==> config.mk <==
export PLATFORM = sky130hd
export DESIGN_NAME = char_column_scanner
export DESIGN_NICKNAME = d
export VERILOG_FILES = /design/src/rtl/char_column_scanner.sv
export SDC_FILE = /design/constraint.sdc
export NUM_CORES = 1
export LEC_CHECK = 0
export CAP_MARGIN = 15
export CORE_ASPECT_RATIO = 1.2
export CORE_UTILIZATION = 55
export DETAILED_ROUTE_END_ITERATION = 16
export GPL_TIMING_DRIVEN = 0
export PLACE_DENSITY_LB_ADDON = 0.25
export SETUP_SLACK_MARGIN = 0.2
export SLEW_MARGIN = 10
export SYNTH_ARGS = -nofsm -noshare
export SYNTH_HDL_FRONTEND = slang
export SYNTH_SLANG_ARGS = --single-unit
==> constraint.sdc <==
create_clock -name clk -period 6.07 [get_ports clk]
set_input_delay 1.821 -clock clk [delete_from_list [all_inputs] [get_ports clk]]
set_output_delay 1.821 -clock clk [all_outputs]
set_load 0.01 [all_outputs]
==> src/rtl/char_column_scanner.sv <==
// rtl/char_column_scanner.sv - fetches a 5x7 glyph from the character ROM and streams it out column by column.
// Each glyph is followed by GAP_COLS blank spacer columns, and col_last marks the final column of the character.
module char_column_scanner #(
   parameter int DATA_WIDTH = 35,
   parameter int ROWS       = 7,
   parameter int COLS       = 5,
   parameter int GAP_COLS   = 1,
   parameter int ADDR_WIDTH = 7
) (
   input  logic                  clk,
   input  logic                  rst,
   input  logic [ADDR_WIDTH-1:0] char_code,
   input  logic                  char_valid,
   output logic                  char_ready,
   output logic [ADDR_WIDTH-1:0] rom_addr,
   input  logic [DATA_WIDTH-1:0] rom_data,
   output logic [ROWS-1:0]       col_data,
   output logic                  col_valid,
   output logic                  col_last,
   input  logic                  col_ready
);

   localparam int MAXC = (COLS > GAP_COLS) ? COLS : GAP_COLS;
   localparam int CW   = (MAXC > 1) ? $clog2(MAXC) : 1;
   localparam logic [CW-1:0] COL_END = CW'(COLS - 1);
   localparam logic [CW-1:0] GAP_END = CW'((GAP_COLS > 0) ? GAP_COLS - 1 : 0);

   typedef enum logic [1:0] {IDLE, FETCH, EMIT, GAP} state_t;

   state_t                  state_q;
   logic [ADDR_WIDTH-1:0]   addr_q;
   logic [DATA_WIDTH-1:0]   glyph_q;
   logic [CW-1:0]           cnt_q;
   logic [ROWS-1:0]         data_q;
   logic                    valid_q;
   logic                    last_q;
   logic                    col_hs;

   // Row-major glyph, MSB is the top-left pixel; bit r of a column is row r.
   function automatic logic [ROWS-1:0] column_of(input logic [DATA_WIDTH-1:0] g,
                                                 input logic [CW-1:0] c);
      logic [ROWS-1:0] col;
      col = '0;
      for (int r = 0; r < ROWS; r++) begin
         col[r] = g[DATA_WIDTH-1-(r*COLS+int'(c))];
      end
      return col;
   endfunction

   assign char_ready = (state_q == IDLE) && !rst;
   assign rom_addr   = addr_q;
   assign col_data   = data_q;
   assign col_valid  = valid_q;
   assign col_last   = last_q;
   assign col_hs     = valid_q && col_ready;

   always_ff @(posedge clk or posedge rst) begin
      if (rst) begin
         state_q <= IDLE;
         addr_q  <= '0;
         glyph_q <= '0;
         cnt_q   <= '0;
         data_q  <= '0;
         valid_q <= 1'b0;
         last_q  <= 1'b0;
      end else begin
         case (state_q)
            IDLE: begin
               if (char_valid && char_ready) begin
                  addr_q  <= char_code;
                  state_q <= FETCH;
               end
            end
            FETCH: begin
               // Column 0 is loaded straight from the ROM so it is visible next cycle.
               glyph_q <= rom_data;
               cnt_q   <= '0;
               data_q  <= column_of(rom_data, '0);
               valid_q <= 1'b1;
               last_q  <= (GAP_COLS == 0) && (COLS == 1);
               state_q <= EMIT;
            end
            EMIT: begin
               if (col_hs) begin
                  if (cnt_q == COL_END) begin
                     cnt_q  <= '0;
                     data_q <= '0;
                     if (GAP_COLS > 0) begin
                        last_q  <= (GAP_COLS == 1);
                        state_q <= GAP;
                     end else begin
                        valid_q <= 1'b0;
                        last_q  <= 1'b0;
                        state_q <= IDLE;
                     end
                  end else begin
                     cnt_q  <= cnt_q + 1'b1;
                     data_q <= column_of(glyph_q, cnt_q + 1'b1);
                     last_q <= (GAP_COLS == 0) && ((cnt_q + 1'b1) == COL_END);
                  end
               end
            end
            GAP: begin
               if (col_hs) begin
                  if (cnt_q == GAP_END) begin
                     cnt_q   <= '0;
                     valid_q <= 1'b0;
                     last_q  <= 1'b0;
                     state_q <= IDLE;
                  end else begin
                     cnt_q  <= cnt_q + 1'b1;
                     last_q <= ((cnt_q + 1'b1) == GAP_END);
                  end
               end
            end
            default: state_q <= IDLE;
         endcase
      end
   end

endmodule

# Yosys cells after proc, flatten, opt, wreduce, memory -nomap -nowiden
# Index checks and enable logic that the tools add are counted.
op_classes:
  add_sub_neg: 14
  magnitude_cmp: 7
  eq_ne: 9
  n_mux: 43
  n_reduce_logical: 15
ops:
  columns: ["op", "count"]
  rows:
  - ["less-than comparator 7 x 8 -> 1 bit, second input constant", 7]
  - ["binary-select mux 1 bit (select 6 bit)", 7]
  - ["subtractor 6 x 6 -> 7 bit, first input constant", 3]
  - ["two-way mux 1 bit", 20]
  - ["adder 5 x 3 -> 6 bit, first input constant", 3]
  - ["two-way mux 7 bit", 2]
  - ["case mux 7 bit (2 select lines)", 1]
  - ["subtractor 6 x 5 -> 7 bit, first input constant", 2]
  - ["two-way mux 3 bit", 4]
  - ["adder 4 x 3 -> 5 bit, first input constant", 2]
  - ["two-way mux 2 bit", 5]
  - ["case mux 3 bit (3 select lines)", 1]
  - ["inequality test 2 bit, second input constant", 4]
  - ["case mux 2 bit (4 select lines)", 1]
  - ["subtractor 6 x 3 -> 7 bit, first input constant", 1]
  - ["subtractor 6 x 4 -> 7 bit, first input constant", 1]
  - ["zero test 3 bit", 2]
  - ["AND reduction 3 bit", 2]
  - ["AND reduction 5 bit", 1]
  - ["adder 3 x 3 -> 4 bit, first input constant", 1]
  - ["equality test 2 bit, second input constant", 2]
  - ["AND reduction 2 bit", 2]
  - ["nonzero test 2 bit", 2]
  - ["adder 3 x 1 -> 3 bit, second input constant", 1]
  - ["9 further kinds", 11]
word_totals:
  regBits: 56
  wordCells: 95

# Depth between registers and ports, before layout
# Gate-level depths: netlist (run 1).
logic_depth:
  word_depth: 9
  mapped_depth: 10

# Worst setup path after synthesis (run 1)
# Ideal clock, no wire load.
synth_path:
  path_kind: "input port to output port"
  from: "input rst"
  to: "output char_ready"
  arrival_ns: 1.999
  t_required_ns: 4.249
  slack_ns: 2.250
  path_stages: 1
  n_path_buf: 0
  path_cell_list: "nor2b_1"
synth_via:
  elab_chain_cells: 2
synth_rtl:
  columns: ["element", "line", "text"]
  rows:
  - ["from (decl)", "11", "input logic rst,"]
  - ["zero test 1 bit (no line)", null, null]
  - ["logical AND 1 bit", "50", "assign char_ready = (state_q == IDLE) && !rst;"]
  - ["to (decl)", "14", "output logic char_ready,"]
# Every way passes these cells.

# Worst setup path in the final report (run 1)
# Same ends and word-level chain as after synthesis.

==> flow_metrics.py, run 1 <==
metrics = {
    "hold_path": {
        "hold_path_depth": 2,
        "min_path_type": "register to register",
        "hold_path_startpoint": "col_last",
        "worstHoldEndpoint": "col_last",
    },
    "pwr": {
        "p_per_area_mw_per_mm2": 517,
        "p_total_w": 0.00200,
        "max-vdd-ir-drop_mv": 0.342,
        "p_leak_nw": 1.61,
    },
    "finish": {
        "num_antenna_cells": 0,
        "area_growth_pct": 26.3,
        "layout-drive-gt1-share": 0.248,
        "final_cell_mix": "clkdlybuf4s50_1 (62), dfrtp_1 (56), mux2_2 (48), mux2i_1 (13), ha_1 (12)",
        "layout_commonest_cell": "clkdlybuf4s50_1",
        "nFillCells": 374,
        "final_nets": 372,
    },
    "global_routing": {
        "grt_pass1_wl_um": 11000,
        "grt_usage": 0.238,
        "grt_pass1_vias": 2368,
        "grt_max_degree": 34,
        "gr-total-overflow": 0,
        "antenna_found_initial": 0,
    },
    "sta": {
        "finalSetupTns_ns": 0,
        "rsz0062_at_grt": "false",
        "max_freq_ghz": 0.211,
        "setup_viol": 0,
        "worst_pin_slew_ns": 0.697,
        "finalHoldViolCount": 0,
        "report.final.slew_viol_count": 0,
        "slew_headroom": 0.531,
        "setup_slack_ns": 1.33,
        "fin_skew_ns": 0.00746,
        "fin_crit_sh": 0.781,
        "min_period_ns": 4.74,
    },
    "synthesis": {
        "syn_nets": 302,
        "yosysSeqAreaShare": 0.457,
        "synth_warnings": 0,
        "synthCells": 244,
        "ys_ff_latch": 56,
        "ys_types": 41,
        "synth_area_leaders": "dfrtp_1 (46%), mux2_2 (18%), mux4_2 (5.9%)",
        "netlist.area_leader.share": 0.457,
        "synth_area_sq_mm": 0.00307,
        "syn_area_per_cell_sq_um": 12.6,
        "synth_top_area_cell": "dfrtp_1",
    },
    "floorplan": {
        "core_sq_mm": 0.00533,
        "rows": 29,
        "die_h_um": 83.8,
        "die-area_sq_mm": 0.00588,
        "pin_count": 63,
        "fp.dieW_um": 70.2,
        "start_util": 0.575,
    },
    "setup_path": {
        "reg2reg_slack_ns": 3.57,
        "worstSetupPathType": "input pin to output pin",
        "worst-path-max-fanout": 3,
        "regToRegStartpoint": "cnt_q[0]",
        "critPathRequiredTime_ns": 4.25,
        "crit_arrival_ns": 2.92,
        "r2r_cells": 9,
        "reg2reg_to": "col_data[0]",
        "crit_path_end_kind": "output pin",
        "cp-start-kind": "input pin",
    },
    "cts": {
        "cts_root_buf": "clkbuf_8",
        "clkSlewWorstSetupHoldPaths_ns": 0.10,
        "htreeDepth": 2,
        "tritoncts": "done",
        "cts_hold_buf": 0,
        "cts_buffers": 5,
        "cts-resized-gates": 0,
        "cts_num_sinks": 56,
        "post-cts-setup-buffers": 0,
        "cts_buffer_depth": 2,
        "clk_latency_ns": 0.31,
    },
    "run": {
        "cap_violations": 0,
    },
    "route": {
        "viasPerCell": 5.95,
        "wl_per_cell_um": 17.2,
        "drtPass1Iterations": 4,
        "vias": 2242,
        "drc": 0,
        "drt_iter0_drc": 151,
        "ant_nets": 0,
        "finalWirelength_um": 6480,
    },
    "placed_design": {
        "place_congestion": 0.906,
        "dp_slack_ns": 1.33,
        "io_buffers": 62,
        "dp_hpwl_um": 4830,
    },
    "status": {
        "status": "finished, final reports clean",
    },
}
[how the worst max path moves through the flow]
stage               start          to  slack, ns
detailed placement    rst  char_ready       1.33
finish                rst  char_ready       1.33
CTS                   rst  char_ready       1.32
global route          rst  char_ready       1.31
global placement      rst  char_ready       1.35
floorplan             rst  char_ready       2.25
[metrics by stage]
stage / instances / cell area [sq um] / hold WS, ns / utilization
finish: 377 / 3870 / 0.509 / 0.726
global route: 377 / 3870 / 0.539 / 0.726
CTS: 377 / 3870 / 0.508 / 0.726
detailed placement: 369 / 3780 / 0.486 / 0.710
global placement: 368 / 3760 / 0.473 / 0.706
floorplan: 244 / 3070 / 0.475 / -
[cell families after synthesis]
| kind of cell | Yosys count | synth area share |
|---|---|---|
| AOI/OAI and AO/OA | 43 | 0.0910 |
| xor gates and xnor gates | 2 | 0.00816 |
| adders and majority gates | 12 | 0.0490 |
| buffers and inverters | 21 | 0.0392 |
| DFF | 56 | 0.457 |
| muxes | 70 | 0.286 |
| and+or+nand+nor | 40 | 0.0698 |
[per-layer routing]
layer / track usage / share of wire / vias up
li1: - / - / 1047
met2: 0.385 / 0.49 / 91
met1: 0.306 / 0.42 / 1082
met3: 0.0568 / 0.058 / 22
met5: 0 / 0 / -
met4: 0.0964 / 0.027 / 0
[area by class of cell]
| class | instances | area [sq um] | share of cell area |
|---|---|---|---|
| Clock buffer | 5 | 68.8 | 0.0178 |
| Inverter | 10 | 37.5 | 0.00969 |
| Multi-Input combinational cell | 167 | 1550 | 0.399 |
| Sequential cell | 56 | 1400 | 0.362 |
| Buffer | 11 | 82.6 | 0.0213 |
| Clock inverter | 3 | 18.8 | 0.00485 |
| Tap cell | 62 | 77.6 | 0.0200 |
| Timing Repair Buffer | 63 | 641 | 0.165 |
[registers in the layout (all words and copies together), names as in the netlist]
| name | cells |
|---|---|
| cnt_q | 3 |
| col_last | 1 |
| rom_addr | 7 |
| col_data | 7 |
| state_q | 2 |
| glyph_q | 35 |
| col_valid | 1 |
[synth_stat cells, drive strengths merged]
| cell | count |
|---|---|
| a21oi | 8 |
| nand2 | 10 |
| buf | 9 |
| o221ai | 2 |
| and4b | 1 |
| dfrtp | 56 |
| a22oi | 2 |
| ha | 12 |
| o311ai | 2 |
| xor2 | 2 |
| nor2b | 2 |
| nor2 | 8 |
| nand3b | 2 |
| mux4 | 9 |
| o221a | 1 |
| a31oi | 4 |
| or2 | 1 |
| and3 | 2 |
| a211o | 2 |
| o31ai | 3 |
| and2 | 1 |
| a21boi | 1 |
| mux2i | 13 |
| nor3b | 2 |
| o22ai | 4 |
| mux2 | 48 |
| nand2b | 5 |
| inv | 10 |
| nand3 | 4 |
| o21ai | 11 |
| a221o | 1 |
| a211oi | 2 |
| clkbuf | 2 |
| or3 | 2 |
[power by group]
part,internal [W],leakage [nW],total [W],switching (W)
logic,0.000610,0.904,0.00110,0.000493
registers,0.000563,0.661,0.000695,0.000132
clock network,0.0000808,0.0479,0.000204,0.000123
[critical path, stage by stage]
cell             delay [ns]
clkdlybuf4s50_1        0.45
nor2b_1                0.12
clkdlybuf4s50_1        0.53
(Power assumes the default switching activity.)
==> run 2: changes to the inputs <==
--- a/config.mk
+++ b/config.mk
@@ -7,7 +7,7 @@
 export LEC_CHECK = 0
 export CAP_MARGIN = 15
 export CORE_ASPECT_RATIO = 1.2
-export CORE_UTILIZATION = 55
+export CORE_UTILIZATION = 46
 export DETAILED_ROUTE_END_ITERATION = 16
 export GPL_TIMING_DRIVEN = 0
 export PLACE_DENSITY_LB_ADDON = 0.25
==> constraint.sdc (replaced) <==
create_clock -name clk -period 4 [get_ports clk]
set_input_delay 1.2 -clock clk [delete_from_list [all_inputs] [get_ports clk]]
set_output_delay 1.2 -clock clk [all_outputs]
set_load 0.01 [all_outputs]
==> run 2 against run 1 <==
Net effect: routed wire length increased by 4.2%; flip-flop and latch count unchanged; combinational power increased by 53%; critical endpoint unchanged.
==> flow_metrics.py, run 2 (synthesized netlist as in run 1, its figures left out) <==
metrics = {
    "finish": {
        "largest-register": "glyph_q",
        "layout-drive-gt1-share": 0.244,
        "final_cells": 400,
        "final_nets": 372,
        "area_growth_pct": 27.3,
        "layout_commonest_cell": "clkdlybuf4s50_1",
        "final_cell_mix": "clkdlybuf4s50_1 (62), dfrtp_1 (56), mux2_2 (48), mux2i_1 (13), ha_1 (12)",
        "register_area_sq_mm": 0.00140,
        "num_antenna_cells": 0,
        "largest_register_ff_count": 35,
        "nFillCells": 559,
        "multi_input_area_sq_mm": 0.00155,
    },
    "setup_path": {
        "worst-path-max-fanout": 3,
        "critPathRequiredTime_ns": 2.80,
        "crit_path_end_kind": "output pin",
        "crit_arrival_ns": 2.31,
        "cp-start-kind": "input pin",
        "worstSetupPathType": "input pin to output pin",
    },
    "sta": {
        "slew_headroom": 0.504,
        "rsz0062_at_grt": "false",
        "max_freq_ghz": 0.285,
        "worst_pin_slew_ns": 0.738,
        "fin_crit_sh": 0.879,
        "finalSetupTns_ns": 0,
        "setup_viol": 0,
        "min_period_ns": 3.51,
        "finalHoldViolCount": 0,
        "report.final.slew_viol_count": 0,
        "hold_ws_ns": 0.511,
        "fin_skew_ns": 0.00764,
    },
    "floorplan": {
        "start_util": 0.476,
        "core_sq_mm": 0.00645,
        "fp.dieW_um": 76.5,
        "die-area_sq_mm": 0.00700,
        "rows": 32,
        "die_h_um": 91.4,
        "pin_count": 63,
    },
    "placed_design": {
        "place_congestion": 0.907,
        "place_inst": 392,
        "dp_hpwl_um": 5160,
        "io_buffers": 62,
    },
    "pwr": {
        "max-vdd-ir-drop_mv": 0.381,
        "p_leak_nw": 1.61,
        "p_per_area_mw_per_mm2": 780,
    },
    "cts": {
        "tritoncts": "done",
        "cts_buffer_depth": 2,
        "cts-resized-gates": 0,
        "cts_num_sinks": 56,
        "cts_buffers": 5,
        "clkSlewWorstSetupHoldPaths_ns": 0.10,
        "clk_latency_ns": 0.31,
        "post-cts-setup-buffers": 0,
        "cts_hold_buf": 0,
        "htreeDepth": 2,
        "cts_root_buf": "clkbuf_8",
    },
    "route": {
        "drc": 0,
        "wl_per_cell_um": 16.9,
        "drt_iter0_drc": 76,
        "viasPerCell": 5.66,
        "vias": 2265,
        "drtPass1Iterations": 4,
        "ant_nets": 0,
        "finalWirelength_um": 6760,
    },
    "global_routing": {
        "antenna_found_initial": 0,
        "grt_pass1_vias": 2370,
        "gr-total-overflow": 0,
        "grt_pass1_wl_um": 11600,
        "grt_usage": 0.210,
        "grt_max_degree": 38,
    },
    "run": {
        "cap_violations": 0,
    },
    "status": {
        "status": "finished, final reports clean",
    },
    "hold_path": {
        "min_path_type": "register to register",
    },
}
run 2: per-layer routing:
metal | GRT usage | share of wire | up-vias
met2 | 0.368 | 0.51 | 83
met3 | 0.0332 | 0.049 | 9
li1 | - | - | 1041
met4 | 0.0817 | 0.018 | 0
met1 | 0.258 | 0.42 | 1132
met5 | 0 | 0 | -
run 2: path summary, 6_finish.rpt:
kind / startpoint / end / slack (ns) / cells past startpoint
setup / recovery: rst / char_ready / 0.49 / 3
hold / removal: rom_addr[2] / rom_addr[2] / 0.51 / 1
setup reg to reg: cnt_q[0] / col_data[1] / 1.47 / 8
hold reg to reg: rom_addr[2] / rom_addr[2] / 0.51 / 1
max in group asynchronous: rst / glyph_q[21] / 2.17 / 3
min in group asynchronous: rst / col_valid / 1.28 / 2
run 2: stage by stage:
stage,worst slack (ns),area (sq um),utilization,power (W)
6_report,0.485,3900,0.605,0.00304
3_3_place_gp,0.329,3790,0.589,0.00269
5_1_grt,0.470,3900,0.605,0.00327
2_1_floorplan,1.42,3070,-,0.00221
3_5_place_dp,0.498,3810,0.592,0.00275
4_1_cts,0.490,3900,0.605,0.00307
run 2: where the power goes:
group | leakage (nW) | switching (W) | internal [W]
logic | 0.904 | 0.000752 | 0.000926
clock network | 0.0414 | 0.000184 | 0.000125
registers | 0.661 | 0.000202 | 0.000855
run 2: final cells by class:
cell class | count | share of cell area
flip-flops and latches | 56 | 0.359
plain buffers | 11 | 0.0212
multi-input cells | 167 | 0.396
clock buffers | 6 | 0.0186
clock inverters | 2 | 0.00417
well taps | 85 | 0.0273
repair buffers | 63 | 0.164
inverters | 10 | 0.00962
run 2: critical path, stage by stage:
cell and delay (ns):
clkdlybuf4s50_1 0.46, nor2b_1 0.12, clkdlybuf4s50_1 0.53
